--- config.mk ---
export PLATFORM = sky130hd
export DESIGN_NAME = vector_mem_unit
export DESIGN_NICKNAME = d
export VERILOG_FILES = /design/src/rtl/vmem_pkg.sv /design/src/rtl/vmem_lane_buffer.sv /design/src/rtl/vector_mem_unit.sv
export SDC_FILE = /design/constraint.sdc
export NUM_CORES = 1
export LEC_CHECK = 0
export ABC_CLOCK_PERIOD_IN_PS = 20900
export BUFFER_PORTS_ARGS = -buffer_cell sky130_fd_sc_hd__buf_2
export CAP_MARGIN = 20
export CORE_AREA = 3 3 269 271
export DETAILED_ROUTE_END_ITERATION = 6
export DIE_AREA = 0 0 272 274
export GPL_TIMING_DRIVEN = 0
export PLACE_DENSITY = 0.39
export SLEW_MARGIN = 20
export SYNTH_ARGS = -nofsm -noshare
export SYNTH_HDL_FRONTEND = slang
export SYNTH_HIERARCHICAL = 1
export SYNTH_SLANG_ARGS = --single-unit
export TNS_END_PERCENT = 20
--- constraint.sdc ---
create_clock -name clk -period 20.9 [get_ports clk]
set_clock_uncertainty 0.15 [all_clocks]
set_input_delay 1.045 -clock clk [delete_from_list [all_inputs] [get_ports clk]]
set_output_delay 1.045 -clock clk [all_outputs]
set_load 0.02 [all_outputs]
--- src/rtl/vmem_pkg.sv ---
// Shared types and constants for the vector memory-stage unit.
// Word, vector and beat-counter widths plus the burst FSM state encoding.
package vmem_pkg;
  localparam int WORD_W    = 32;
  localparam int VEC_W     = 256;
  localparam int LANES_DEF = VEC_W / WORD_W;
  localparam int BEAT_W    = $clog2(LANES_DEF);

  typedef enum logic [2:0] {
    IDLE,
    LD_BURST,
    LD_DRAIN,
    ST_BURST,
    DONE
  } vmem_state_t;
endpackage

--- src/rtl/vmem_lane_buffer.sv ---
// Vector load assembly register: one 32-bit lane written per returned beat,
// indexed by the beat number issued in the previous cycle.
module vmem_lane_buffer
  import vmem_pkg::*;
#(
  parameter int LANES = 8,
  parameter int CNT_W = 3
) (
  input  logic                      clk,
  input  logic                      reset,
  input  logic                      we,
  input  logic [CNT_W-1:0]          lane,
  input  logic [WORD_W-1:0]         wdata,
  output logic [LANES*WORD_W-1:0]   q
);

  logic [WORD_W-1:0] lane_q [LANES];

  // NOTE: this array is cleared on reset because vrdata has a defined reset
  // value; plain RAM arrays elsewhere should not be reset.
  // NOTE: sequential state uses non-blocking assignments so every register
  // samples pre-edge values regardless of statement order.
  always_ff @(posedge clk or posedge reset) begin
    if (reset) begin
      for (int i = 0; i < LANES; i++) lane_q[i] <= '0;
    end else if (we) begin
      lane_q[lane] <= wdata;
    end
  end

  for (genvar g = 0; g < LANES; g++) begin : g_flat
    assign q[g*WORD_W +: WORD_W] = lane_q[g];
  end

endmodule

--- src/rtl/vector_mem_unit.sv ---
// M-stage access unit: scalar pass-through and 8-beat serialized vector bursts.
// Optional VMEM_ALIGN_CHECK_EN adds a sticky misalign flag and suppresses misaligned requests.
module vector_mem_unit
  import vmem_pkg::*;
#(
  parameter int ADDR_W = 16,
  parameter int LANES  = 8
) (
  input  logic                     clk,
  input  logic                     reset,
  input  logic                     req_valid,
  input  logic                     memwrite,
  input  logic                     src_sel,
  input  logic [31:0]              addr,
  input  logic [31:0]              wdata,
  input  logic [LANES*WORD_W-1:0]  vwdata,
  output logic [31:0]              rdata,
  output logic [LANES*WORD_W-1:0]  vrdata,
  output logic                     stall,
  output logic [ADDR_W-1:0]        mem_addr,
  output logic                     mem_we,
  output logic [31:0]              mem_wdata,
  input  logic [31:0]              mem_rdata
`ifdef VMEM_ALIGN_CHECK_EN
  ,
  output logic                     misalign
`endif
);

  localparam int CNT_W = (LANES > 1) ? $clog2(LANES) : 1;
  localparam logic [CNT_W-1:0] LAST = CNT_W'(LANES - 1);

  vmem_state_t       state, state_nx;
  logic [CNT_W-1:0]  cnt, cnt_nx;
  logic [ADDR_W-1:0] base, base_q;
  logic              issue_ld, ld_valid_q;
  logic [CNT_W-1:0]  issue_beat, ld_beat_q;
  logic              blocked;
  logic [WORD_W-1:0] vw_lane [LANES];
  logic              unused_addr;

  assign base        = addr[ADDR_W+1:2];
  assign unused_addr = ^{addr[31:ADDR_W+2], addr[1:0]};
  assign rdata       = mem_rdata;

  for (genvar g = 0; g < LANES; g++) begin : g_vw
    assign vw_lane[g] = vwdata[g*WORD_W +: WORD_W];
  end

`ifdef VMEM_ALIGN_CHECK_EN
  assign blocked = req_valid && (addr[1:0] != 2'b00);

  always_ff @(posedge clk or posedge reset) begin
    if (reset)                        misalign <= 1'b0;
    else if (state == IDLE && blocked) misalign <= 1'b1;
  end
`else
  assign blocked = 1'b0;
`endif

  // NOTE: every output of this block gets a default first so no path can
  // leave a signal unassigned and infer a latch.
  always_comb begin
    state_nx   = state;
    cnt_nx     = cnt;
    mem_addr   = base;
    mem_we     = 1'b0;
    mem_wdata  = wdata;
    stall      = 1'b0;
    issue_ld   = 1'b0;
    issue_beat = cnt;
    unique case (state)
      IDLE: begin
        if (req_valid && !blocked) begin
          if (src_sel) begin
            // Beat 0 goes out directly from the live address this cycle.
            stall      = 1'b1;
            mem_we     = memwrite;
            mem_wdata  = vw_lane[0];
            issue_ld   = !memwrite;
            issue_beat = '0;
            cnt_nx     = CNT_W'(1);
            state_nx   = memwrite ? ST_BURST : LD_BURST;
          end else begin
            mem_we = memwrite;
          end
        end
      end
      LD_BURST, ST_BURST: begin
        stall     = 1'b1;
        mem_addr  = base_q + ADDR_W'(cnt);
        mem_we    = (state == ST_BURST);
        mem_wdata = vw_lane[cnt];
        issue_ld  = (state == LD_BURST);
        cnt_nx    = cnt + CNT_W'(1);
        if (cnt == LAST) begin
          cnt_nx   = '0;
          state_nx = (state == ST_BURST) ? DONE : LD_DRAIN;
        end
      end
      LD_DRAIN: begin
        stall    = 1'b1;
        state_nx = DONE;
      end
      DONE:    state_nx = IDLE;
      default: state_nx = IDLE;
    endcase
    // Abandon the burst within the reset cycle itself, not at the next edge.
    if (reset) begin
      mem_we = 1'b0;
      stall  = 1'b0;
    end
  end

  always_ff @(posedge clk or posedge reset) begin
    if (reset) begin
      state      <= IDLE;
      cnt        <= '0;
      base_q     <= '0;
      ld_valid_q <= 1'b0;
      ld_beat_q  <= '0;
    end else begin
      state      <= state_nx;
      cnt        <= cnt_nx;
      ld_valid_q <= issue_ld;
      ld_beat_q  <= issue_beat;
      if (state == IDLE && state_nx != IDLE) base_q <= base;
    end
  end

  vmem_lane_buffer #(
    .LANES (LANES),
    .CNT_W (CNT_W)
  ) u_lane_buffer (
    .clk   (clk),
    .reset (reset),
    .we    (ld_valid_q),
    .lane  (ld_beat_q),
    .wdata (mem_rdata),
    .q     (vrdata)
  );

endmodule

==> out/metrics.yaml, run 1 <==
status:
  status: "finished, final reports clean"
clocking:
  cts_tree: "done"
  cts-resized-gates: 0
  clkTransAtPathRegs_ns: 0.05
  clk_latency_ns: 0.52
  htreeDepth: 2
  clk_root_buffer_cell: "clkbuf_16"
  cts_made_buffers: 36
  cts.hold.buffers_added: 0
  post_cts_buffers: 0
  cts_max_path_buffers: 3
  clock-sinks: 282
die:
  die-area_um2: 74500
  die_height_um: 274
  initial_core_util_pct: 19.7
  num_rows: 97
  pin_count: 695
  coreArea_um2: 70000
  die_w_um: 272
routing:
  ant_nets: 0
  drt-pass1-iter-count: 5
  viasPerCell: 4.30
  wl_per_cell_um: 25.0
  vias: 11300
  wl_um: 65900
  drc: 0
  drtIter0Drc: 416
layout:
  fillers: 7388
  area_growth_pct: 42.2
  layout.nets: 2019
  multi_input_area_um2: 6000
  seq_area_um2: 7060
  drive_gt1_share_pct: 66.0
timing:
  post-route-period-util_pct: 21.1
  setup-tns-final_ns: 0
  hold_viol: 0
  worst_pin_slew_ns: 0.937
  finalSetupViolCount: 0
  slew-limit-headroom_pct: 37.5
  maxSlewViolCount: 0
  layout_min_cycle_time_ns: 4.41
  rsz0062_at_grt: "false"
  fmax_mhz: 227
grt:
  use_met3_pct: 4.19
  grt_usage_pct: 16.9
  antenna_found_initial: 21
  grt_max_degree: 94
  grt_busiest_layer: "met2"
  grt_pass1_wl_um: 90900
  grt_use_met2_pct: 31.0
  grt_pass1_vias: 11900
  gr-total-overflow: 0
  gr-usage-met1_pct: 18.9
synthesis:
  yosys.area.top_type: "dfrtp_1"
  synthAdderAreaFrac_pct: 0.599
  synth.most_common_cell: "dfrtp_1"
  synth_xor_area_share_pct: 0.699
  yosysSeqAreaShare_pct: 51.2
  synth_compound_area_share_pct: 5.70
  synthTopCellsByCount: "dfrtp_1 (282), mux2_2 (239), nand2_1 (69), mux4_2 (46), buf_4 (36)"
  yosys.area_share.simple_pct: 4.23
  syn-cell-area_um2: 13800
  synth_edf_count: 0
  synth_cells: 938
  synth.distinct_cells: 49
  synthMuxAreaShare_pct: 32.3
  ys_ff_latch: 282
  syn_area_per_cell_um2: 14.7
  synth_top_family_by_area: "multiplexers"
  synth_top_area_share_pct: 51.2
  synth_area_leaders: "dfrtp_1 (51%), mux2_2 (20%), mux4_2 (7.5%), mux4_1 (3.4%), a221o_1 (2.3%)"
  synthArstFlopShare_pct: 100
  synth_nets: 1301
  yosys_warnings: 6
  synth_ff_type: "dfrtp_1"
worst_hold_path:
  hp-class: "register to register"
critical_path:
  crit_arrival_ns: 3.22
  path_class: "register to output port"
  critPathMaxFanout: 10
  start_kind: "register"
  worstPathRequired_ns: 19.70
  cp-end-kind: "output port"
placement:
  dpl.hpwl_um: 52800
  place.gp.congestion: 0.946
  port_buffers: 678
power_and_ir_drop:
  power.density_nw_per_um2: 176
  ir_drop_mv: 0.0602
  totalPowerFinal_mw: 3.44
  power.leakage_nw: 9.24
flow_run:
  maxCapViolCount: 0
## kinds of logic (layout without fill, tap and decap cells)
group | Yosys count | count (layout)
muxes | 322 | 322
DFF | 282 | 282
and+or+nand+nor | 116 | 116
buffers and inverters | 106 | 848
AOI/OAI and AO/OA | 95 | 95
xor gates and xnor gates | 11 | 11
adders and majority gates | 6 | 6
other | 0 | 11
## critical path: stages (launching register included)
cell      delay, ns
dfrtp_1        0.51
buf_2          0.36
clkbuf_1       0.74
mux4_2         0.44
a22o_1         0.19
a221o_1        0.27
buf_2          0.17
## final cells by class
| class | instances | area share [%] |
|---|---|---|
| sequential | 282 | 36.0 |
| multi-input combinational | 550 | 30.6 |
| timing repair buffer | 680 | 17.6 |
| tap | 940 | 6.00 |
| clock buffer | 50 | 5.23 |
| buffer | 103 | 3.65 |
| clock inverter | 12 | 0.670 |
| antenna | 11 | 0.140 |
| inverter | 3 | 0.0958 |
## stage by stage
step	area, um^2	hold WS (ns)	util [%]	cells	worst slack [ns]
2_1_floorplan	13800	0.300	-	938	12.66
3_3_place_gp	18400	0.315	26.2	2556	8.78
3_5_place_dp	18400	0.317	26.3	2558	16.64
4_1_cts	19600	0.331	27.9	2620	16.42
5_1_grt	19600	0.350	28.0	2629	16.37
6_report	19600	0.328	28.0	2631	16.49
## layout by cell type (no fill, tap or decap), drive strengths merged, types with 3 or more instances in the layout
cell type	count
nor3	3
clkinv	9
mux4	64
diode	11
mux2	258
dfrtp	282
nand4	6
a211oi	3
a31oi	4
nand2	69
a22o	32
nor2	7
nand4b	3
inv	4
and2	6
buf	758
nand3	3
clkbuf	75
o21ai	15
xor2	7
ha	5
xnor2	4
a221o	32
and3	3
## state kept, by name, summed over array words and instances, names as in the netlist
signal           cells
ld_beat_q            3
u_lane_buffer/q    256
ld_valid_q           1
state                3
cnt                  3
base_q              16
## worst paths after layout
check / from / to / slack (ns) / cells past startpoint
min in group asynchronous: reset / u_lane_buffer/q[214]$_DFFE_PP0P_ / 0.45 / 2
hold / removal: base_q[2]$_DFFE_PP0P_ / base_q[2]$_DFFE_PP0P_ / 0.33 / 2
setup reg to reg: cnt[1]$_DFFE_PP0P_ / cnt[1]$_DFFE_PP0P_ / 18.63 / 4
max in group asynchronous: reset / u_lane_buffer/q[43]$_DFFE_PP0P_ / 19.18 / 3
setup / recovery: cnt[1]$_DFFE_PP0P_ / mem_wdata[19] / 16.49 / 6
hold reg to reg: base_q[2]$_DFFE_PP0P_ / base_q[2]$_DFFE_PP0P_ / 0.33 / 2
## per-layer routing
| metal | part of all wire [%] | vias to the layer above |
|---|---|---|
| met5 | 0 | - |
| li1 | - | 4965 |
| met4 | 3.7 | 0 |
| met1 | 37 | 5740 |
| met3 | 6.9 | 94 |
| met2 | 52 | 527 |
## where the power goes
part	total (mW)	switching, mW	internal, mW
Clock	0.611	0.242	0.368
Combinational	1.86	1.10	0.765
Sequential	0.968	0.142	0.826
Total	3.44	1.48	1.96
No activity file was read; power rests on OpenSTA's default activity.
==> run 2, diff against run 1 <==
--- a/config.mk
+++ b/config.mk
@@ -5,14 +5,15 @@
 export SDC_FILE = /design/constraint.sdc
 export NUM_CORES = 1
 export LEC_CHECK = 0
-export ABC_CLOCK_PERIOD_IN_PS = 20900
+export ABC_AREA = 1
+export ABC_CLOCK_PERIOD_IN_PS = 3700
 export BUFFER_PORTS_ARGS = -buffer_cell sky130_fd_sc_hd__buf_2
 export CAP_MARGIN = 20
 export CORE_AREA = 3 3 269 271
 export DETAILED_ROUTE_END_ITERATION = 6
 export DIE_AREA = 0 0 272 274
 export GPL_TIMING_DRIVEN = 0
-export PLACE_DENSITY = 0.39
+export PLACE_DENSITY = 0.42
 export SLEW_MARGIN = 20
 export SYNTH_ARGS = -nofsm -noshare
 export SYNTH_HDL_FRONTEND = slang
==> constraint.sdc (replaced) <==
create_clock -name clk -period 3.7 [get_ports clk]
set_clock_uncertainty 0.15 [all_clocks]
set_input_delay 0.185 -clock clk [delete_from_list [all_inputs] [get_ports clk]]
set_output_delay 0.185 -clock clk [all_outputs]
set_load 0.02 [all_outputs]
==> run 2 against run 1 <==
Synthesized cell count is 110% higher; setup slack got worse by 16 ns; design area grew 7.9%; wire length rose by 37%; sequential power increased to 5.8 times the previous value; combinational power increased to 6.6 times the previous value; register-to-register slack worse by 17 ns; critical path depth up 1; die area unchanged; non-clock buffer count up 113; clock-buffer cell count shrank 3; sequential share of layout area decreased by 2.6 points; critical endpoint is now mem_wdata[12]; largest power group unchanged.
==> out/metrics.yaml, run 2 <==
timing:
  layout_min_cycle_time_ns: 3.14
  finalSetupViolCount: 0  # unchanged
  hold_viol: 0  # unchanged
  maxSlewViolCount: 0  # unchanged
  rsz0062_at_grt: "false"  # unchanged
  worst_pin_slew_ns: 0.906  # was 0.937 ns
  holdWs_ns: 0.0205  # was 0.328 ns
  slew-limit-headroom_pct: 39.4  # was 37.5%
  fmax_mhz: 318
  post-route-period-util_pct: 84.9
die:
  die_w_um: 272  # unchanged
  die_height_um: 274  # unchanged
  coreArea_um2: 70000  # unchanged
  pin_count: 695  # unchanged
  num_rows: 97  # unchanged
  initial_core_util_pct: 21.1  # was 19.7%
  die-area_um2: 74500  # unchanged
routing:
  vias: 16800  # was 11300
  drtIter0Drc: 1004  # was 416
  viasPerCell: 4.50  # was 4.30
  drc: 0  # unchanged
  ant_nets: 0  # unchanged
  wl_per_cell_um: 24.3  # was 25.0 um
  wl_um: 90300  # was 65900 um
  drt-pass1-iter-count: 6  # was 5
synthesis:
  synth.distinct_cells: 33  # was 49
  yosysSeqAreaShare_pct: 47.8  # was 51.2%
  yosys_warnings: 6  # unchanged
  synth.most_common_cell: "nand2_1"  # was dfrtp_1
  syn_area_per_cell_um2: 7.37  # was 14.7 um^2
  syn-cell-area_um2: 14800  # was 13800 um^2
  ys_ff_latch: 282  # unchanged
  synth_ff_type: "dfrtp_1"  # unchanged
  synth_area_leaders: "dfrtp_1 (48%), nand2_1 (20%), nand3_1 (6.3%), nor2_1 (5.2%), o21ai_0 (4.4%)"  # was dfrtp_1 (51%), mux2_2 (20%), mux4_2 (7.5%), mux4_1 (3.4%), a221o_1 (2.3%)
  synth_nets: 2368  # was 1301
  synth_top_area_share_pct: 47.8  # was 51.2%
  synthTopCellsByCount: "nand2_1 (792), dfrtp_1 (282), nor2_1 (205), nand3_1 (186), o21ai_0 (129)"  # was dfrtp_1 (282), mux2_2 (239), nand2_1 (69), mux4_2 (46), buf_4 (36)
  yosys.area.top_type: "dfrtp_1"  # unchanged
  synthArstFlopShare_pct: 100  # unchanged
  synth_edf_count: 0  # unchanged
  synth_cells: 2005  # was 938
power_and_ir_drop:
  power.leakage_nw: 11.3  # was 9.24 nW
  internal_power_mw: 10.5  # was 1.96 mW
  pwr-share-clk_pct: 17.2  # was 17.7%
  ir_drop_mv: 0.352  # was 0.0602 mV
  totalPowerFinal_mw: 21.6  # was 3.44 mW
  p_sw_share_pct: 51.5  # was 43.1%
  net-switching-power_mw: 11.1  # was 1.48 mW
  power.density_nw_per_um2: 1020  # was 176 nW/um^2
  pwr-share-comb_pct: 56.7  # was 54.1%
  seqPwrFrac_pct: 26.0  # was 28.1%
critical_path:
  path_buf_inv: 3  # unchanged
  crit_arrival_ns: 2.81  # was 3.22 ns
  critPathMaxStageDelay_ns: 0.43  # was 0.74 ns
  crit_chain: "buf_2 -> clkbuf_1 -> o21ai_0 -> o211ai_1 -> nand3_1 -> nand2_1 -> buf_2"  # was buf_2 -> clkbuf_1 -> mux4_2 -> a22o_1 -> a221o_1 -> buf_2
  reg2reg_depth: 6  # was 4
  cpMostUsedCell: "buf_2"  # unchanged
  path_class: "register to output port"  # unchanged
  critPathMaxFanout: 10  # unchanged
  worstPathRequired_ns: 3.37  # was 19.70 ns
  crit_family: "buffers and inverters"  # unchanged
  start_kind: "register"  # unchanged
  crit_cells: 7  # was 6
  cp-end-kind: "output port"  # unchanged
  critPathSlowestCell: "dfrtp_1"  # was clkbuf_1
grt:
  grt_pass1_wl_um: 126000  # was 90900 um
  grt_pass1_vias: 17400  # was 11900
  antenna_found_initial: 25  # was 21
  grt_usage_pct: 23.4  # was 16.9%
  grt_max_degree: 33  # was 94
  gr-total-overflow: 0  # unchanged
placement:
  port_buffers: 646  # was 678
  dpl.hpwl_um: 73400  # was 52800 um
  place.gp.congestion: 0.985  # was 0.946
  dpl_cell_area_um2: 19400  # was 18400 um^2
clocking:
  htreeDepth: 2  # unchanged
  clk_latency_ns: 0.53  # was 0.52 ns
  clock-sinks: 282  # unchanged
  clkTransAtPathRegs_ns: 0.07  # was 0.05 ns
  clk_root_buffer_cell: "clkbuf_16"  # unchanged
  cts_max_path_buffers: 3  # unchanged
  cts-resized-gates: 0  # unchanged
  cts_tree: "done"  # unchanged
  cts_made_buffers: 35  # was 36
layout:
  largest_register_ffs: 256  # unchanged
  layout.cells.most_common_list: "nand2_1 (792), buf_2 (692), dfrtp_1 (282)"  # was buf_2 (700), dfrtp_1 (282), mux2_2 (239)
  finalInstanceArea_um2: 21100  # was 19600 um^2
  drive_gt1_share_pct: 31.2  # was 66.0%
  layout_commonest_cell: "nand2_1"  # was buf_2
  area_growth_pct: 43.1  # was 42.2%
  layout.nets: 3109  # was 2019
worst_hold_path:
  hold_depth: 3  # was 2
  hp-class: "primary input to register"  # was register to register
flow_run:
  maxCapViolCount: 0  # unchanged
status:
  status: "finished, final reports clean"  # unchanged
[run 2: cell count changes after synthesis, sizes merged, moves of 18 or more]
cell,previous run,this run
o211ai,1,50
nand3,3,186
nor2,7,211
a22oi,0,18
nand2,69,793
mux4,64,0
inv,3,66
clkbuf,25,86
buf,78,106
a221o,32,0
a22o,32,0
mux2,258,0
o21ai,15,168
[run 2: worst min-delay path, delay by kind of cell]
| family | cells | cell delay (ns) |
|---|---|---|
| buffers and inverters | 1 | 0.28 |
| AND/OR/NAND/NOR | 2 | 0.20 |
[run 2: cell type report]
type,count,area [um^2]
Antenna cell,12,30.0
Buffer,192,1110
Clock buffer,47,1010
Clock inverter,16,230
Fill cell,7793,48900
Inverter,68,262
Multi-Input combinational cell,1463,6360
Sequential cell,282,7060
Tap cell,940,1180
Timing Repair Buffer,704,3910
[run 2: kinds of logic after synthesis]
| family | Yosys count | share of synthesized area [%] |
|---|---|---|
| XOR/XNOR | 3 | 0.178 |
| flip-flops | 282 | 47.8 |
| buffers and inverters | 260 | 9.24 |
| AO/OA/AOI/OAI | 259 | 10.0 |
| adder cells (fa/ha/maj) | 6 | 0.559 |
| AND/OR/NAND/NOR | 1195 | 32.2 |
[run 2: stage by stage]
step                      worst slack, ns  utilization, %  cells  TNS (ns)
after global placement              -1.92            27.4   3591   -478.00
after floorplan                  -0.00662               -   2005     -1.70
after global routing                0.442            30.2   3716         0
final                               0.559            30.2   3724         0
after CTS                           0.507            30.1   3712         0
after detailed placement             1.10            27.7   3600         0
[run 2: power groups by stage]
stage	sequential [mW]	clock [mW]	combinational, mW
global route	5.83	3.98	13.3
floorplan	7.25	0	5.33
detailed placement	5.68	0	12.3
finish	5.63	3.72	12.3
CTS	5.65	3.83	12.4
global placement	5.65	0	12.3
[run 2: what timing repair did]
item,4_1_cts,5_1_grt
endpoints found under the hold margin,335,0
setup endpoints to repair,0,0
setup buffers,0,0
hold buffers,49,0
[run 2: routing by layer]
metal  vias up  global-route usage, %  wire, um
met5         -                      0       112
met4        18                   9.91      4140
met3       153                   5.52      5680
met2       669                   44.1     47300
met1      8030                   24.9     33100
li1       7891                      -         -
[run 2: final timing paths]
kind / start / to / slack (ns)
setup reg to reg: ld_beat_q[0]$_DFF_PP0_ / u_lane_buffer/q[188]$_DFFE_PP0P_ / 1.46
min in group asynchronous: reset / u_lane_buffer/q[184]$_DFFE_PP0P_ / 0.08
hold reg to reg: u_lane_buffer/q[64]$_DFFE_PP0P_ / u_lane_buffer/q[64]$_DFFE_PP0P_ / 0.32
hold / removal: mem_rdata[19] / u_lane_buffer/q[243]$_DFFE_PP0P_ / 0.02
setup / recovery: cnt[1]$_DFFE_PP0P_ / mem_wdata[12] / 0.56
max in group asynchronous: reset / u_lane_buffer/q[237]$_DFFE_PP0P_ / 1.86
==> run 3, diff against run 2 <==
--- a/config.mk
+++ b/config.mk
@@ -6,7 +6,7 @@
 export NUM_CORES = 1
 export LEC_CHECK = 0
 export ABC_AREA = 1
-export ABC_CLOCK_PERIOD_IN_PS = 3700
+export ABC_CLOCK_PERIOD_IN_PS = 2820
 export BUFFER_PORTS_ARGS = -buffer_cell sky130_fd_sc_hd__buf_2
 export CAP_MARGIN = 20
 export CORE_AREA = 3 3 269 271
==> constraint.sdc (replaced) <==
create_clock -name clk -period 2.82 [get_ports clk]
set_clock_uncertainty 0.15 [all_clocks]
set_input_delay 0.141 -clock clk [delete_from_list [all_inputs] [get_ports clk]]
set_output_delay 0.141 -clock clk [all_outputs]
set_load 0.02 [all_outputs]
==> run 3 against run 2 <==
Sequential power up 31%; power grew 32%; register-to-register slack worse by 0.88 ns; critical path type unchanged.
==> out/metrics.yaml, run 3 (synthesis gave the netlist of run 2 again) <==
power_and_ir_drop:
  pwr-share-comb_pct: 57.0  # was 56.7%
  ir_drop_mv: 0.461  # was 0.352 mV
  net-switching-power_mw: 14.7  # was 11.1 mW
  seqPwrFrac_pct: 25.9  # was 26.0%
  power.leakage_nw: 11.3  # about the same
  totalPowerFinal_mw: 28.5  # was 21.6 mW
  pwr-share-clk_pct: 17.1  # was 17.2%
  internal_power_mw: 13.9  # was 10.5 mW
  p_sw_share_pct: 51.4  # was 51.5%
  power.density_nw_per_um2: 1340  # was 1020 nW/um^2
timing:
  layout_min_cycle_time_ns: 2.80
  hold_viol: 0  # unchanged
  maxSlewViolCount: 0  # unchanged
  fmax_mhz: 357
  post-route-period-util_pct: 99.3
  worst_pin_slew_ns: 0.928  # was 0.906 ns
  finalSetupViolCount: 0  # unchanged
  rsz0062_at_grt: "true"  # was false
  slew-limit-headroom_pct: 37.9  # was 39.4%
flow_run:
  maxCapViolCount: 0  # unchanged
clocking:
  clock-sinks: 282  # unchanged
  cts_max_path_buffers: 3  # unchanged
  clk_latency_ns: 0.53  # about the same
  clk_root_buffer_cell: "clkbuf_16"  # unchanged
  cts_tree: "done"  # unchanged
  clkTransAtPathRegs_ns: 0.06  # was 0.07 ns
  htreeDepth: 2  # unchanged
  cts_made_buffers: 35  # unchanged
die:
  die_w_um: 272  # unchanged
  num_rows: 97  # unchanged
  die_height_um: 274  # unchanged
  coreArea_um2: 70000  # unchanged
  pin_count: 695  # unchanged
  die-area_um2: 74500  # unchanged
  initial_core_util_pct: 21.1  # unchanged
critical_path:
  start_kind: "register"  # unchanged
  worstPathRequired_ns: 2.53  # was 3.37 ns
  path_buf_inv: 2  # was 3
  critPathMaxFanout: 10  # unchanged
  cp-end-kind: "output port"  # unchanged
  crit_family: "simple AND/OR/NAND/NOR gates"  # was buffers and inverters
  ff2ff_setup_slack_ns: 0.58  # was 1.46 ns
  crit_cells: 8  # was 7
  reg2reg_depth: 6  # unchanged
  path_class: "register to output port"  # unchanged
  critPathSlowestCell: "a22oi_1"  # was dfrtp_1
  critPathMaxStageDelay_ns: 0.46  # was 0.43 ns
  crit_arrival_ns: 2.51  # was 2.81 ns
  crit_chain: "nor2_2 -> nand2_1 -> nor2_4 -> nor2_4 -> buf_4 -> a22oi_1 -> nand2_1 -> buf_2"  # was buf_2 -> clkbuf_1 -> o21ai_0 -> o211ai_1 -> nand3_1 -> nand2_1 -> buf_2
placement:
  place.gp.congestion: 0.985  # unchanged
  dpl.hpwl_um: 73400  # unchanged
  port_buffers: 646  # unchanged
  place_inst: 3600  # unchanged
grt:
  grt_pass1_vias: 17400  # about the same
  grt_usage_pct: 23.4  # about the same
  grt_pass1_wl_um: 126000  # about the same
  gr-total-overflow: 0  # unchanged
  grt_max_degree: 33  # unchanged
  antenna_found_initial: 24  # was 25
routing:
  drt-met1-wl_um: 33100  # about the same
  top_layer: "met5"  # unchanged
  wl_um: 90300  # about the same
  drtIter0Drc: 1018  # was 1004
  routed-wl-met3_um: 5590  # was 5680 um
  ant_nets: 0  # unchanged
  drc: 0  # unchanged
  wl_per_cell_um: 24.3  # about the same
  vias: 16800  # about the same
  viasPerCell: 4.51  # was 4.50
  wl_met2_um: 47400  # was 47300 um
  drt-pass1-iter-count: 5  # was 6
layout:
  largest_register_ffs: 256  # unchanged
  layout.nets: 3111  # was 3109
  drive_gt1_share_pct: 32.3  # was 31.2%
  fin_cells: 3725  # was 3724
  layout.cells.most_common_list: "nand2_1 (790), buf_2 (684), dfrtp_1 (281)"  # was nand2_1 (792), buf_2 (692), dfrtp_1 (282)
  area_growth_pct: 43.9  # was 43.1%
  layout_commonest_cell: "nand2_1"  # unchanged
worst_hold_path:
  hp-class: "primary input to async pin"  # was primary input to register
status:
  status: "finished, final reports clean"  # unchanged
==> run 3: cell types whose count changed in the layout (fill, tap and decap cells not counted), sizes merged <==
| cell | previous run | this run |
|---|---|---|
| diode | 12 | 11 |
| buf | 761 | 758 |
| dlygate4sd3 | 49 | 50 |
| clkbuf | 133 | 137 |
==> run 3: layout make-up <==
class | instances | area [um^2]
clock buffers | 47 | 1010
plain buffers | 192 | 1150
clock inverters | 16 | 230
multi-input cells | 1463 | 6410
well taps | 940 | 1180
inverters | 68 | 262
flip-flops and latches | 282 | 7060
repair buffers | 706 | 3930
fillers | 7788 | 48800
diodes | 11 | 27.5
==> run 3: power by group through the flow <==
stage	registers, mW	clock network [mW]	logic, mW
after global placement	7.41	0	16.1
after floorplan	9.51	0	6.99
after detailed placement	7.45	0	16.2
after CTS	7.41	5.02	16.4
after global routing	7.66	5.22	17.6
final	7.39	4.88	16.3
==> run 3: worst paths after layout <==
check	from	endpoint
setup reg to reg	ld_beat_q[0]$_DFF_PP0_	u_lane_buffer/q[186]$_DFFE_PP0P_
setup / recovery	state[1]$_DFF_PP0_	mem_wdata[7]
hold reg to reg	u_lane_buffer/q[228]$_DFFE_PP0P_	u_lane_buffer/q[228]$_DFFE_PP0P_
max in group asynchronous	reset	u_lane_buffer/q[237]$_DFFE_PP0P_
min in group clk	src_sel	base_q[13]$_DFFE_PP0P_
hold / removal	reset	u_lane_buffer/q[184]$_DFFE_PP0P_
==> run 3: tightest hold or removal path, cell delays in order <==
cell	delay, ns
dlygate4sd3_1	0.53
buf_2	0.15
clkinvlp_4	0.31
==> run 3: stage by stage <==
| stage | cell area (um^2) | hold WS [ns] | worst slack (ns) | setup TNS, ns | util, % |
|---|---|---|---|---|---|
| floorplan | 14800 | 0.0310 | -0.843 | -215.71 | - |
| global placement | 19200 | 0.239 | -2.76 | -692.02 | 27.4 |
| detailed placement | 19400 | 0.0495 | 0.265 | 0 | 27.7 |
| CTS | 21200 | 0.0257 | -0.0832 | -0.158 | 30.2 |
| global route | 21200 | 0.0580 | -0.0345 | -0.0839 | 30.3 |
| finish | 21300 | 0.0400 | 0.0200 | 0 | 30.4 |
==> run 3: layer usage <==
layer | up-vias | track usage (%)
met5 | - | 0
li1 | 7891 | -
met4 | 18 | 9.80
met2 | 656 | 44.1
met1 | 8070 | 24.9
met3 | 155 | 5.41
==> run 3: repair_timing <==
item                                    4_1_cts  5_1_grt
hold endpoints to repair                    389        0
endpoints found under the setup margin       30       31
resized for setup                            24       32
buffers inserted                              0        1
hold buffers                                 50        0
pin swaps                                     1        2
